[config.mk]
export PLATFORM = sky130hd
export DESIGN_NAME = parity_frame_accum
export DESIGN_NICKNAME = d
export VERILOG_FILES = /design/src/rtl/parity_frame_accum.sv
export SDC_FILE = /design/constraint.sdc
export NUM_CORES = 1
export LEC_CHECK = 0
export CAP_MARGIN = 25
export CORE_MARGIN = 2
export CORE_UTILIZATION = 45
export DETAILED_ROUTE_END_ITERATION = 8
export MAX_ROUTING_LAYER = met4
export PLACE_DENSITY = 0.78
export REMOVE_ABC_BUFFERS = 1
export SYNTH_ARGS = -nofsm -noshare
export SYNTH_HDL_FRONTEND = slang
export SYNTH_SLANG_ARGS = --single-unit
[constraint.sdc]
create_clock -name clk -period 4.41 [get_ports clk]
set_input_delay 0.6615 -clock clk [delete_from_list [all_inputs] [get_ports clk]]
set_output_delay 0.6615 -clock clk [all_outputs]
set_load 0.02 [all_outputs]
[src/rtl/parity_frame_accum.sv]
// ---------------------------------------------------------------------------
// parity_frame_accum
//
// Streaming parity engine with frame support. Each accepted WIDTH-bit beat is
// reduced to one parity bit (XOR, or XNOR when INVERT=1) and reported one
// cycle later on beat_par/beat_valid. Beats are also accumulated across a
// frame delimited by in_last; one registered result per frame (parity plus a
// saturating beat count) is presented on a valid/ready output.
//
// Optional feature: define PARITY_ERR_EN to add an expected-parity input
// (in_exp), a per-frame mismatch flag (res_err) and a saturating mismatch
// counter (err_cnt). With the macro undefined those ports and their logic are
// absent.
//
// Parameters:
//   WIDTH  - bits per input beat (>=1)
//   INVERT - 1 = XNOR polarity, 0 = XOR polarity
//   CNT_W  - width of beat and error counters (>=2)
//
// Ports:
//   clk         in   clock, all state on posedge
//   areset      in   asynchronous active-high reset
//   in_data     in   beat payload [WIDTH]
//   in_valid    in   beat present
//   in_last     in   final beat of frame (qualified by in_valid)
//   in_ready    out  beat accepted when in_valid && in_ready
//   beat_par    out  registered parity of last accepted beat
//   beat_valid  out  one-cycle pulse with beat_par
//   res_parity  out  frame parity
//   res_beats   out  beats in frame, saturating [CNT_W]
//   res_valid   out  frame result held
//   res_ready   in   consumer accepts result
//   dbg_state   out  frame FSM state (0 = IDLE, 1 = ACC)
//   in_exp      in   (PARITY_ERR_EN) expected frame parity, sampled with last
//   res_err     out  (PARITY_ERR_EN) frame parity differed from in_exp
//   err_cnt     out  (PARITY_ERR_EN) mismatching frames, saturating [CNT_W]
//
// Handshakes: a transfer happens on a rising clk edge where valid && ready are
// both high. A producer holds valid and its payload stable until the
// transfer; ready may depend combinationally on the consumer side. Here
// in_ready = !res_valid || res_ready, so while a frame result is waiting to be
// taken every input beat stalls, and a result handshake frees the input in
// the same cycle.
// ---------------------------------------------------------------------------
module parity_frame_accum #(
    parameter int WIDTH  = 3,
    parameter int INVERT = 1,
    parameter int CNT_W  = 8
) (
    input  logic             clk,
    input  logic             areset,
    input  logic [WIDTH-1:0] in_data,
    input  logic             in_valid,
    input  logic             in_last,
    output logic             in_ready,
    output logic             beat_par,
    output logic             beat_valid,
    output logic             res_parity,
    output logic [CNT_W-1:0] res_beats,
    output logic             res_valid,
    input  logic             res_ready,
`ifdef PARITY_ERR_EN
    input  logic             in_exp,
    output logic             res_err,
    output logic [CNT_W-1:0] err_cnt,
`endif
    output logic             dbg_state
);

    typedef enum logic {
        IDLE = 1'b0,
        ACC  = 1'b1
    } state_t;

    localparam logic             INV     = (INVERT != 0);
    localparam logic [CNT_W-1:0] CNT_MAX = '1;
    localparam logic [CNT_W-1:0] CNT_ONE = CNT_W'(1);

    state_t             state_q, state_d;
    logic               acc_q, acc_d;
    logic [CNT_W-1:0]   cnt_q, cnt_d;
    logic               beat_par_q, beat_par_d;
    logic               beat_valid_q, beat_valid_d;
    logic               res_parity_q, res_parity_d;
    logic [CNT_W-1:0]   res_beats_q, res_beats_d;
    logic               res_valid_q, res_valid_d;

    logic               acc_en;
    logic               last_en;
    logic               beat_x;
    logic               acc_next;
    logic [CNT_W-1:0]   cnt_next;

    assign in_ready = !res_valid_q || res_ready;
    assign acc_en   = in_valid && in_ready;
    assign last_en  = acc_en && in_last;
    assign beat_x   = ^in_data;

    // Values including the current beat; a beat seen in IDLE opens a new
    // frame, so it overwrites rather than extends the running totals.
    always_comb begin
        acc_next = beat_x;
        cnt_next = CNT_ONE;
        if (state_q == ACC) begin
            acc_next = acc_q ^ beat_x;
            cnt_next = (cnt_q == CNT_MAX) ? CNT_MAX : cnt_q + CNT_ONE;
        end
    end

    // Frame FSM and accumulators.
    always_comb begin
        state_d = state_q;
        acc_d   = acc_q;
        cnt_d   = cnt_q;
        if (acc_en) begin
            acc_d   = acc_next;
            cnt_d   = cnt_next;
            state_d = in_last ? IDLE : ACC;
        end
    end

    // Beat parity and frame result.
    always_comb begin
        beat_par_d   = beat_par_q;
        beat_valid_d = acc_en;
        res_parity_d = res_parity_q;
        res_beats_d  = res_beats_q;
        res_valid_d  = res_valid_q;
        if (acc_en) begin
            beat_par_d = beat_x ^ INV;
        end
        // A last beat accepted in the same cycle as a result handshake wins:
        // the old result leaves and the new one is loaded with valid held.
        if (last_en) begin
            res_parity_d = acc_next ^ INV;
            res_beats_d  = cnt_next;
            res_valid_d  = 1'b1;
        end else if (res_valid_q && res_ready) begin
            res_valid_d  = 1'b0;
        end
    end

    always_ff @(posedge clk or posedge areset) begin
        if (areset) begin
            state_q      <= IDLE;
            acc_q        <= 1'b0;
            cnt_q        <= '0;
            beat_par_q   <= 1'b0;
            beat_valid_q <= 1'b0;
            res_parity_q <= 1'b0;
            res_beats_q  <= '0;
            res_valid_q  <= 1'b0;
        end else begin
            state_q      <= state_d;
            acc_q        <= acc_d;
            cnt_q        <= cnt_d;
            beat_par_q   <= beat_par_d;
            beat_valid_q <= beat_valid_d;
            res_parity_q <= res_parity_d;
            res_beats_q  <= res_beats_d;
            res_valid_q  <= res_valid_d;
        end
    end

    assign beat_par   = beat_par_q;
    assign beat_valid = beat_valid_q;
    assign res_parity = res_parity_q;
    assign res_beats  = res_beats_q;
    assign res_valid  = res_valid_q;
    assign dbg_state  = state_q;

`ifdef PARITY_ERR_EN
    logic             res_err_q, res_err_d;
    logic [CNT_W-1:0] err_cnt_q, err_cnt_d;
    logic             mismatch;

    assign mismatch = (acc_next ^ INV) != in_exp;

    always_comb begin
        res_err_d = res_err_q;
        err_cnt_d = err_cnt_q;
        if (last_en) begin
            res_err_d = mismatch;
            if (mismatch && (err_cnt_q != CNT_MAX)) begin
                err_cnt_d = err_cnt_q + CNT_ONE;
            end
        end
    end

    always_ff @(posedge clk or posedge areset) begin
        if (areset) begin
            res_err_q <= 1'b0;
            err_cnt_q <= '0;
        end else begin
            res_err_q <= res_err_d;
            err_cnt_q <= err_cnt_d;
        end
    end

    assign res_err = res_err_q;
    assign err_cnt = err_cnt_q;
`endif

endmodule

==> metrics.csv <==
metric,value,unit
antenna cells,0,
Die Span X,53.1,um
Pre-antenna DRT Iters,4,
worst slew pin tran,0.796,ns
CTS HTree Levels,1,
Final GP Congestion,0.746,
first-pass GRT wire length,3.77,mm
final hold vios,0,
Yosys warning total,0,
synthesis-to-finish area growth,24.6,%
Comb pwr share,0.286,
DR iter-0 viols,10,
number of global-route vias before repair,865,
"reg-to-reg slack, setup",2.78,ns
Sequential Power Share,0.461,
asr flop ratio synth,1.00,
Int Pwr,415,uW
die height,53.1,um
Post CTS Setup Buffer Count,0,
post-detail-place hpwl,1.63,mm
register area share after synthesis,0.507,
Area contributors post-synth,"dfrtp_1, nand2_1, a21oi_1, o21ai_0, nor2_1",
Core ar.,2250,um2
Setup Viol. Count Final,0,
CP Data Arrival Time,1.89,ns
Worst-path clk slew,0.13,ns
Pleak,0.581,nW
total grt overflow,0,
Worst slew margin,0.469,
Post-Synthesis Cell Area,1080,um2
"area leader, netlist",dfrtp_1,
ratio of cells with drive above 1 in the final layout,0.112,
synth cell count leaders,"dfrtp_1, nand2_1, a21oi_1",
Max Freq,392,MHz
Setup crit start kind,primary input,
Syn Area/Cell,9.52,um2
Crit Path Category,in2out,
final WL,2.28,mm
clk sinks,22,
ys flop type,dfrtp_1,
CTS tree,yes,
DRC viols,0,
Mapped Cells,114,
min-delay worst type,reg2reg,
PnR worst setup slack,1.86,ns
share of the synthesized area in the top cell type,0.507,
power per cell area,450,nW/um2
FP Rows,17,
Tot Pwr,608,uW
DR vias/cell,5.69,
Post-DP Area,1300,um2
Worst Skew,0.00980,ns
"Slew Viols, Final",0,
Final nets,144,
vias,922,
worst-path fanout max,5,
Num CTS Buffers,3,
Hold WS,0.484,ns
worst path required time,3.75,ns
initial antenna violation count,0,
drt wl/cell,14.1,um
Post-DRT Antenna Nets,0,
insertion delay to the later sink of the worst-skew pair,0.31,ns
max cap viols,0,
VDD IR-drop max,325,uV
root buffer cell,clkbuf_4,
largest net degree at the start of global routing,23,
status,completed,
DP Worst Slack,1.86,ns
Netlist cell types,35,
CTS Hold Bufs,0,
gr usage total,0.195,
Die ar.,2820,um2
number of synthesized flops with an enable pin,0,
post-CTS sizing,0,
top-count cell post-synth,dfrtp_1,
Top Ports,22,
final setup TNS,0,ns
Util after Layout,0.599,
RSZ-0062 raised after global routing,false,
clk buf depth,2,
"non-filler cells, final",162,
Sw Ratio,0.318,
clock period minus worst slack,2.55,ns
period utilization,0.579,
Clock power frac,0.253,
initial core utilization,0.481,
net switching power,194,uW
dpl cells,158,
Buffers on Ports,21,
Setup crit end kind,output pin,
post-route cell area,1350,um2
"FF+latch count, synth",22,
==> flip-flops by register name (all words and copies together) (netlist names) <==
name	count
res_valid	1
acc_q	1
cnt_q	8
beat_par	1
res_parity	1
dbg_state	1
res_beats	8
beat_valid	1
==> cell families after synthesis <==
family          after synthesis  share of synthesized area
simple gates                 40                      0.181
flops                        22                      0.507
compound gates               34                      0.185
xor+xnor                      4                     0.0392
fa+ha+maj                     1                     0.0115
buf+inv                      10                     0.0461
mux                           3                     0.0300
==> worst paths after layout <==
check | from | to | cells after the start
worst max-delay path | res_ready | in_ready | 3
worst min-delay path | res_beats[4]$_DFFE_PP0P_ | res_beats[4]$_DFFE_PP0P_ | 2
worst max register to register | cnt_q[0]$_DFFE_PP0P_ | res_beats[6]$_DFFE_PP0P_ | 4
worst min register to register | res_beats[4]$_DFFE_PP0P_ | res_beats[4]$_DFFE_PP0P_ | 2
max in group asynchronous | areset | beat_par$_DFFE_PP0P_ | 2
min in group asynchronous | areset | cnt_q[2]$_DFFE_PP0P_ | 2
==> final cells by class <==
class                      count  area [um2]
clock buffer                   3        22.5
timing repair buffer          21         210
multi-input combinational     82         484
clock inverter                 1        30.0
sequential                    22         551
tap                           28        35.0
fill                         188         903
inverter                       5        18.8
==> power by group through the flow <==
stage          registers [mW]  logic, mW  clock network (mW)
6_report                0.280      0.174               0.154
5_1_grt                 0.287      0.192               0.168
4_1_cts                 0.280      0.176               0.155
3_5_place_dp            0.284      0.174                   0
3_3_place_gp            0.280      0.168                   0
2_1_floorplan           0.302     0.0802                   0
==> critical path: stages <==
cell and delay [ns]:
clkdlybuf4s50_1 0.45, nand2b_2 0.15, clkdlybuf4s50_1 0.62
==> layer usage <==
layer,vias up,track usage,part of all wire
met2,15,0.338,0.52
li1,440,-,-
met5,-,-,0
met3,7,0.0169,0.022
met4,0,0.103,0.027
met1,460,0.224,0.44
==> cells in the final DEF, fill, tap and decap left out <==
master,instances
dfrtp_1,22
xor2_1,1
xnor2_1,2
a31oi_1,1
nand4_1,1
clkdlybuf4s50_1,21
mux2_2,2
and3_1,1
o31ai_1,1
o41ai_1,1
nor3_1,1
o21a_1,1
o21ai_2,1
bufinv_16,1
o21ai_0,12
or3_4,1
nand4_2,1
and4_2,1
o211ai_1,1
and3_2,2
clkbuf_4,3
inv_1,5
a2bb2oi_2,1
mux2i_1,1
nand3_1,4
xnor2_2,1
ha_1,1
o2111ai_1,1
nand2b_2,1
a21oi_1,13
nor2_1,9
nand2_1,18
o21ai_1,1
Power figures use the tool's default switching activity.
